**src/rtl/demux14_pkg.sv**
```systemverilog
// rtl/demux14_pkg.sv - shared types and constants for the 1-to-4 stream demultiplexer
package demux14_pkg;

    localparam int NUM_CH = 4;
    localparam int SEL_W  = 2;

    typedef logic [SEL_W-1:0] sel_t;

    typedef enum logic {
        UNLOCKED = 1'b0,
        LOCKED   = 1'b1
    } lock_state_t;

endpackage

```
**src/rtl/demux14_slot.sv**
```systemverilog
// rtl/demux14_slot.sv - one-entry output register with valid/ready and beat counter
//
// Ports:
//   clk, rst   clock and synchronous active-high reset
//   load       write load_data into the register this cycle (only when can_load)
//   load_data  beat to store
//   out_ready  consumer ready
//   out_valid  register holds a beat
//   out_data   stored beat, held after drain
//   beat_cnt   wrapping count of delivered beats
//   can_load   register is empty or is being drained this cycle
module demux14_slot #(
    parameter int WIDTH = 8,
    parameter int CNT_W = 16
) (
    input  logic             clk,
    input  logic             rst,
    input  logic             load,
    input  logic [WIDTH-1:0] load_data,
    input  logic             out_ready,
    output logic             out_valid,
    output logic [WIDTH-1:0] out_data,
    output logic [CNT_W-1:0] beat_cnt,
    output logic             can_load
);

    assign can_load = !out_valid || out_ready;

    always_ff @(posedge clk) begin
        if (rst) begin
            out_valid <= 1'b0;
            out_data  <= '0;
            beat_cnt  <= '0;
        end else begin
            // A load in the same cycle as a drain replaces the beat and keeps valid high.
            if (load) begin
                out_data  <= load_data;
                out_valid <= 1'b1;
            end else if (out_ready) begin
                out_valid <= 1'b0;
            end
            if (out_valid && out_ready) begin
                beat_cnt <= beat_cnt + 1'b1;
            end
        end
    end

endmodule

```
**src/rtl/demux14_stream.sv**
```systemverilog
// rtl/demux14_stream.sv - 1-to-4 registered stream demultiplexer with optional frame lock
//
// Ports:
//   clk, rst   clock and synchronous active-high reset
//   in_data    input beat data
//   in_sel     destination channel 0..3
//   in_last    last beat of frame (only used when DEMUX_FRAME_LOCK_EN is defined)
//   in_valid   input beat valid
//   in_ready   input beat accepted when in_valid & in_ready
//   out_data   channel i data at out_data[i*WIDTH +: WIDTH]
//   out_valid  per-channel valid
//   out_ready  per-channel ready
//   beat_cnt   channel i delivered-beat count at beat_cnt[i*CNT_W +: CNT_W]
//
// Build option: DEMUX_FRAME_LOCK_EN keeps every beat of a frame on the channel
// chosen by its first beat.
module demux14_stream
    import demux14_pkg::*;
#(
    parameter int WIDTH = 8,
    parameter int CNT_W = 16
) (
    input  logic                    clk,
    input  logic                    rst,
    input  logic [WIDTH-1:0]        in_data,
    input  logic [1:0]              in_sel,
    input  logic                    in_last,
    input  logic                    in_valid,
    output logic                    in_ready,
    output logic [4*WIDTH-1:0]      out_data,
    output logic [3:0]              out_valid,
    input  logic [3:0]              out_ready,
    output logic [4*CNT_W-1:0]      beat_cnt
);

    sel_t              dest;
    logic              accept;
    logic [NUM_CH-1:0] can_load;
    logic [NUM_CH-1:0] load;

`ifdef DEMUX_FRAME_LOCK_EN
    lock_state_t state_q, state_n;
    sel_t        lock_sel_q, lock_sel_n;

    always_ff @(posedge clk) begin
        if (rst) begin
            state_q    <= UNLOCKED;
            lock_sel_q <= '0;
        end else begin
            state_q    <= state_n;
            lock_sel_q <= lock_sel_n;
        end
    end

    always_comb begin
        state_n    = state_q;
        lock_sel_n = lock_sel_q;
        case (state_q)
            UNLOCKED: begin
                // A single-beat frame (in_last on its first beat) never locks.
                if (accept && !in_last) begin
                    state_n    = LOCKED;
                    lock_sel_n = in_sel;
                end
            end
            LOCKED: begin
                if (accept && in_last) begin
                    state_n = UNLOCKED;
                end
            end
            default: state_n = UNLOCKED;
        endcase
    end

    always_comb begin
        dest = in_sel;
        if (state_q == LOCKED) begin
            dest = lock_sel_q;
        end
    end
`else
    logic unused_last;
    assign unused_last = in_last;
    assign dest        = in_sel;
`endif

    // Readiness depends only on the addressed channel, so a stalled channel
    // never holds up beats for the others.
    assign in_ready = !rst && can_load[dest];
    assign accept   = in_valid && in_ready;

    always_comb begin
        load = '0;
        for (int i = 0; i < NUM_CH; i++) begin
            load[i] = accept && (dest == sel_t'(i));
        end
    end

    for (genvar g = 0; g < NUM_CH; g++) begin : g_slot
        demux14_slot #(
            .WIDTH (WIDTH),
            .CNT_W (CNT_W)
        ) u_slot (
            .clk       (clk),
            .rst       (rst),
            .load      (load[g]),
            .load_data (in_data),
            .out_ready (out_ready[g]),
            .out_valid (out_valid[g]),
            .out_data  (out_data[g*WIDTH +: WIDTH]),
            .beat_cnt  (beat_cnt[g*CNT_W +: CNT_W]),
            .can_load  (can_load[g])
        );
    end

endmodule
```
**config.mk**
```make
export PLATFORM = sky130hd
export DESIGN_NAME = demux14_stream
export DESIGN_NICKNAME = d
export VERILOG_FILES = /design/src/rtl/demux14_pkg.sv /design/src/rtl/demux14_slot.sv /design/src/rtl/demux14_stream.sv
export SDC_FILE = /design/constraint.sdc
export NUM_CORES = 1
export LEC_CHECK = 0
export BUFFER_PORTS_ARGS = -buffer_cell sky130_fd_sc_hd__buf_4
export CAP_MARGIN = 5
export CORE_ASPECT_RATIO = 1.2
export CORE_MARGIN = 1
export CORE_UTILIZATION = 52
export DETAILED_ROUTE_END_ITERATION = 10
export PLACE_DENSITY = 0.82
export REMOVE_ABC_BUFFERS = 1
export SKIP_CTS_REPAIR_TIMING = 1
export SLEW_MARGIN = 20
export SYNTH_ARGS = -nofsm -noshare
export SYNTH_HDL_FRONTEND = slang
export SYNTH_SLANG_ARGS = --single-unit
```
**constraint.sdc**
```tcl
create_clock -name clk -period 2.2 [get_ports clk]
set_input_delay 0.11 -clock clk [delete_from_list [all_inputs] [get_ports clk]]
set_output_delay 0.11 -clock clk [all_outputs]
set_load 0.01 [all_outputs]
```
# Yosys cells after proc, flatten, opt, wreduce, memory -nomap -nowiden
# Cells that the tools add are included.
# Widths: inputs -> output; s select.
# classes
addsub	4
eq_ne	3
magnitude_cmp	1
n_mux	10
reduce_logical	24
# op_table
op	n
$add 16x1->16 const B	4
$logic_and 1x1->1	10
$mux 1	9
$reduce_bool 2->1	4
$logic_not 1->1	5
$eq 2x2->1 const B	2
$logic_or 1x1->1	4
$lt 2x3->1 const B	1
$bmux 1 s2	1
$eq 2x1->1 const B	1
$logic_not 2->1	1
# word_totals
elab_cells	54
input_bits	18
register_bits	100

# Logic depth before layout (Yosys ltp)
# depth
word_depth	8
ltp_mapped	6

# Modules after synthesis
# From an unflattened synthesis, not the netlist that was laid out.
# unflattened
cells_unflattened	466
area_unflattened_um2	4396.7
# by_module_without_submodules
mod	area_each_um2	cells_per_inst	seq_area_each_um2	instances
demux14_slot	1078.5	114	500.5	4
demux14_stream	82.6	10	0.0	1

# Worst setup path before layout
# Ideal clock, no wire load.
# synth_path
path_kind	register to register
startpoint	register g_slot[0].u_slot.beat_cnt[3]
endpoint	register g_slot[0].u_slot.beat_cnt[15]
slack_ns	0.439
arrival_time_ns	1.640
stages_incl_launch_ff	5
path_buffers	0
cell_sequence	dfxtp_1 > nand4_1 > nor4_2 > nor3b_1 > mux2_2
# synth_between
elab_chain_len	1
# synth_lines
element	line_no	text
from (decl)	demux14_slot.sv:23	output logic [CNT_W-1:0] beat_cnt,
from (signal assigned)	demux14_slot.sv:43	beat_cnt <= beat_cnt + 1'b1;
$add 16x1->16	demux14_slot.sv:43	
# Every way passes these cells.
# A chain may end at the register's enable or synchronous reset.

# Final worst setup path
# layout_path
startpoint	register g_slot[1].u_slot.beat_cnt[4]
endpoint	register g_slot[1].u_slot.beat_cnt[15]
# layout_between
elab_chain_len	1
# layout_lines
element	line_no
from (decl)	demux14_slot.sv:23
from (signal assigned)	demux14_slot.sv:43
$add 16x1->16	demux14_slot.sv:43
# Every way passes these cells.

==> results.sh <==
export IMPL_status="finished with violations"
export IMPL_violations="DRC"
export IMPL_cts_clk_slew_worst_paths_ns=0.10
export IMPL_dieArea_um2=8548
export IMPL_synth_top_cell_by_area="dfxtp_1"
export IMPL_cp_top_family="simple AND/OR/NAND/NOR gates"
export IMPL_postPlaceCellArea_um2=5225
export IMPL_reg2reg_slack_ns=0.35
export IMPL_yosysSeqAreaShare=0.4706
export IMPL_fmax_mhz=541.0
export IMPL_critPathMaxFanout=6
export IMPL_total_power_w=0.003303
export IMPL_drc=6
export IMPL_vdd_drop_max_v=0.0004611
export IMPL_hold_violations=0
export IMPL_drive_gt1_frac=0.2752
export IMPL_rows=35
export IMPL_ys_ff_latch=100
export IMPL_timing_rr_end="g_slot[1].u_slot.beat_cnt[15]$_SDFFE_PP0P_"
export IMPL_crit_buf_inv=0
export IMPL_insertion_delay_ns=0.35
export IMPL_finalSetupViolCount=0
export IMPL_r2r_cells=4
export IMPL_min_period_ns=1.848
export IMPL_area_growth_pct=28.12
export IMPL_slew_viol_final=0
export IMPL_grt_total_usage=0.2200
export IMPL_period_share=0.8401
export IMPL_r2r_start="g_slot[1].u_slot.beat_cnt[4]$_SDFFE_PP0P_"
export IMPL_post_synth_top_count_cell="dfxtp_1"
export IMPL_whs_path_depth=3
export IMPL_globalRouteOverflowTotal=0
export IMPL_ys_warn_count=0
export IMPL_die_w_um=84.57
export IMPL_wire_per_inst_um=13.60
export IMPL_p_per_area_nw_per_um2=606.0
export IMPL_grt_pass1_vias=3447
export IMPL_synth_top_cell_area_share=0.4706
export IMPL_ys_types=36
export IMPL_viasPerCell=5.365
export IMPL_path_cells="nand4_1 -> nor4_2 -> nor3b_1 -> mux2_2"
export IMPL_relSlewSlack=0.5154
export IMPL_path_class="flip-flop to flip-flop"
export IMPL_cts_max_level=3
export IMPL_n_antenna_cell=0
export IMPL_layout_setup_ws_ns=0.3517
export IMPL_grt_antenna_before_repair=0
export IMPL_synth_edf_count=0
export IMPL_holdCritPathClass="input port to flip-flop"
export IMPL_utilization=0.6992
export IMPL_end_kind="flip-flop"
export IMPL_leakage_nw=2.290
export IMPL_rsz0062_at_grt="false"
export IMPL_fin_hold_ws_ns=0.01957
export IMPL_required_ns=2.45
export IMPL_totalWireLength_um=9207
export IMPL_start_kind="flip-flop"
export IMPL_synthTopCellsByArea="dfxtp_1 47%, nor2_1 8.7%, mux2i_1 7.5%"
export IMPL_syn_avg_cell_area_um2=9.129
export IMPL_io_pins=119
export IMPL_design_area_um2=5450
export IMPL_drt_iter0_drc=140
export IMPL_min_from="in_data[2]"
export IMPL_cts_tree="built"
export IMPL_worstMarginPinSlew_ns=0.7231
export IMPL_clk_path_buf_depth=2
export IMPL_synth_common_cells="100 x dfxtp_1, 99 x nor2_1, 32 x mux2i_1"
export IMPL_post_dp_hpwl_um=6456
export IMPL_grt_max_degree=116
export IMPL_port_buffer_count=117
export IMPL_pre_cts_ws_ns=0.4170
export IMPL_start_util=0.5457
export IMPL_netlist_area_um2=4254
export IMPL_clkSinkCount=100
export IMPL_vias=3632
export IMPL_numCtsBuffers=9
export IMPL_die_y_um=101.1
export IMPL_synth_flop_cell="dfxtp_1"
export IMPL_holdPathEnd="g_slot[3].u_slot.out_data[2]$_SDFFE_PP0P_"
export IMPL_place_congestion=0.8390
export IMPL_arrival_ns=2.09
export IMPL_synth_async_reset_ratio=0
export IMPL_fill_cells=624
export IMPL_fin_worst_skew_ns=0.01501
export IMPL_cpMaxStageDelayCell="dfxtp_1"
export IMPL_grt_pass1_wl_um=15310
export IMPL_drt_pass1_iter_count=7
export IMPL_max_cap_viol_count=0
export IMPL_antenna_left=0
export IMPL_fin_nets=602
export IMPL_cpPeakStageDelay_ns=0.43
export IMPL_core_area_um2=7795
export IMPL_clockRootBuffer="clkbuf_8"
export IMPL_syn_inst=466
[placed cells by master, fill, tap and decap left out, types with 10 or more instances in the layout]
| cell type | count |
|---|---|
| a21oi_1 | 11 |
| buf_4 | 123 |
| clkbuf_8 | 10 |
| dfxtp_1 | 100 |
| inv_1 | 12 |
| mux2_2 | 12 |
| mux2i_1 | 32 |
| nand2_1 | 24 |
| nand3_1 | 24 |
| nand4_1 | 12 |
| nor2_1 | 99 |
| nor2b_1 | 14 |
| nor3_1 | 13 |
| xnor2_1 | 25 |
| xor2_1 | 17 |
[worst reg2reg max path, delay by kind of cell, from the launching register on]
kind / cells / cell delay (ns)
muxes: 1 / 0.36
and+or+nand+nor: 3 / 0.95
DFF: 1 / 0.43
[sequential cells by signal, summed over array words and instances (netlist names)]
| name | count |
|---|---|
| g_slot.u_slot.out_data | 32 |
| g_slot.u_slot.out_valid | 4 |
| g_slot.u_slot.beat_cnt | 64 |
[area by class of cell]
cell class / count / area [um^2] / share of cell area
Clock buffer: 11 / 141.4 / 0.02594
Multi-Input combinational cell: 333 / 2120 / 0.3889
Inverter: 12 / 45.04 / 0.008264
Timing Repair Buffer: 124 / 943.4 / 0.1731
Tap cell: 92 / 115.1 / 0.02112
Sequential cell: 100 / 2002 / 0.3673
Clock inverter: 5 / 83.83 / 0.01538
[per-layer routing]
metal	wire, um	GRT usage	up-vias
li1	-	-	1802
met4	96	0.08344	0
met3	544	0.05242	8
met2	4560	0.3784	96
met1	4005	0.2675	1726
met5	0	0	-
[worst max path at each step]
stage                                               from                                         end  slack (ns)  depth (start not counted)
2_1_floorplan    g_slot[0].u_slot.out_valid$_SDFFE_PP0P_   g_slot[0].u_slot.out_data[0]$_SDFFE_PP0P_       -0.14                          4
3_3_place_gp   g_slot[1].u_slot.beat_cnt[3]$_SDFFE_PP0P_  g_slot[1].u_slot.beat_cnt[15]$_SDFFE_PP0P_        0.45                          4
3_5_place_dp   g_slot[1].u_slot.beat_cnt[3]$_SDFFE_PP0P_  g_slot[1].u_slot.beat_cnt[15]$_SDFFE_PP0P_        0.42                          4
4_1_cts        g_slot[1].u_slot.beat_cnt[4]$_SDFFE_PP0P_  g_slot[1].u_slot.beat_cnt[15]$_SDFFE_PP0P_        0.38                          4
5_1_grt        g_slot[1].u_slot.beat_cnt[4]$_SDFFE_PP0P_  g_slot[1].u_slot.beat_cnt[15]$_SDFFE_PP0P_        0.20                          4
6_report       g_slot[1].u_slot.beat_cnt[4]$_SDFFE_PP0P_  g_slot[1].u_slot.beat_cnt[15]$_SDFFE_PP0P_        0.35                          4
[kinds of logic (layout without fill, tap and decap cells)]
| group | after synthesis | in the layout | synth area share |
|---|---|---|---|
| DFF | 100 | 100 | 0.4706 |
| muxes | 45 | 45 | 0.1124 |
| buffers and inverters | 33 | 152 | 0.03412 |
| AOI/OAI and AO/OA | 18 | 18 | 0.02412 |
| and+or+nand+nor | 224 | 224 | 0.2606 |
| adders and majority gates | 4 | 4 | 0.01177 |
| xor gates and xnor gates | 42 | 42 | 0.08647 |
[power by group]
group | leakage (nW) | switching [W] | internal (W) | total, W
sequential | 0.807 | 0.0000117 | 0.00182 | 0.00184
clock | 0.106 | 0.000627 | 0.000677 | 0.00130
combinational | 1.38 | 0.0000921 | 0.0000704 | 0.000163
total | 2.29 | 0.000731 | 0.00257 | 0.00330
[stage by stage]
| stage | cells | TNS [ns] |
|---|---|---|
| 6_report | 677 | 0 |
| 5_1_grt | 677 | 0 |
| 4_1_cts | 677 | 0 |
| 3_5_place_dp | 661 | 0 |
| 3_3_place_gp | 661 | 0 |
| 2_1_floorplan | 445 | -1.726 |
(Power assumes the default switching activity.)
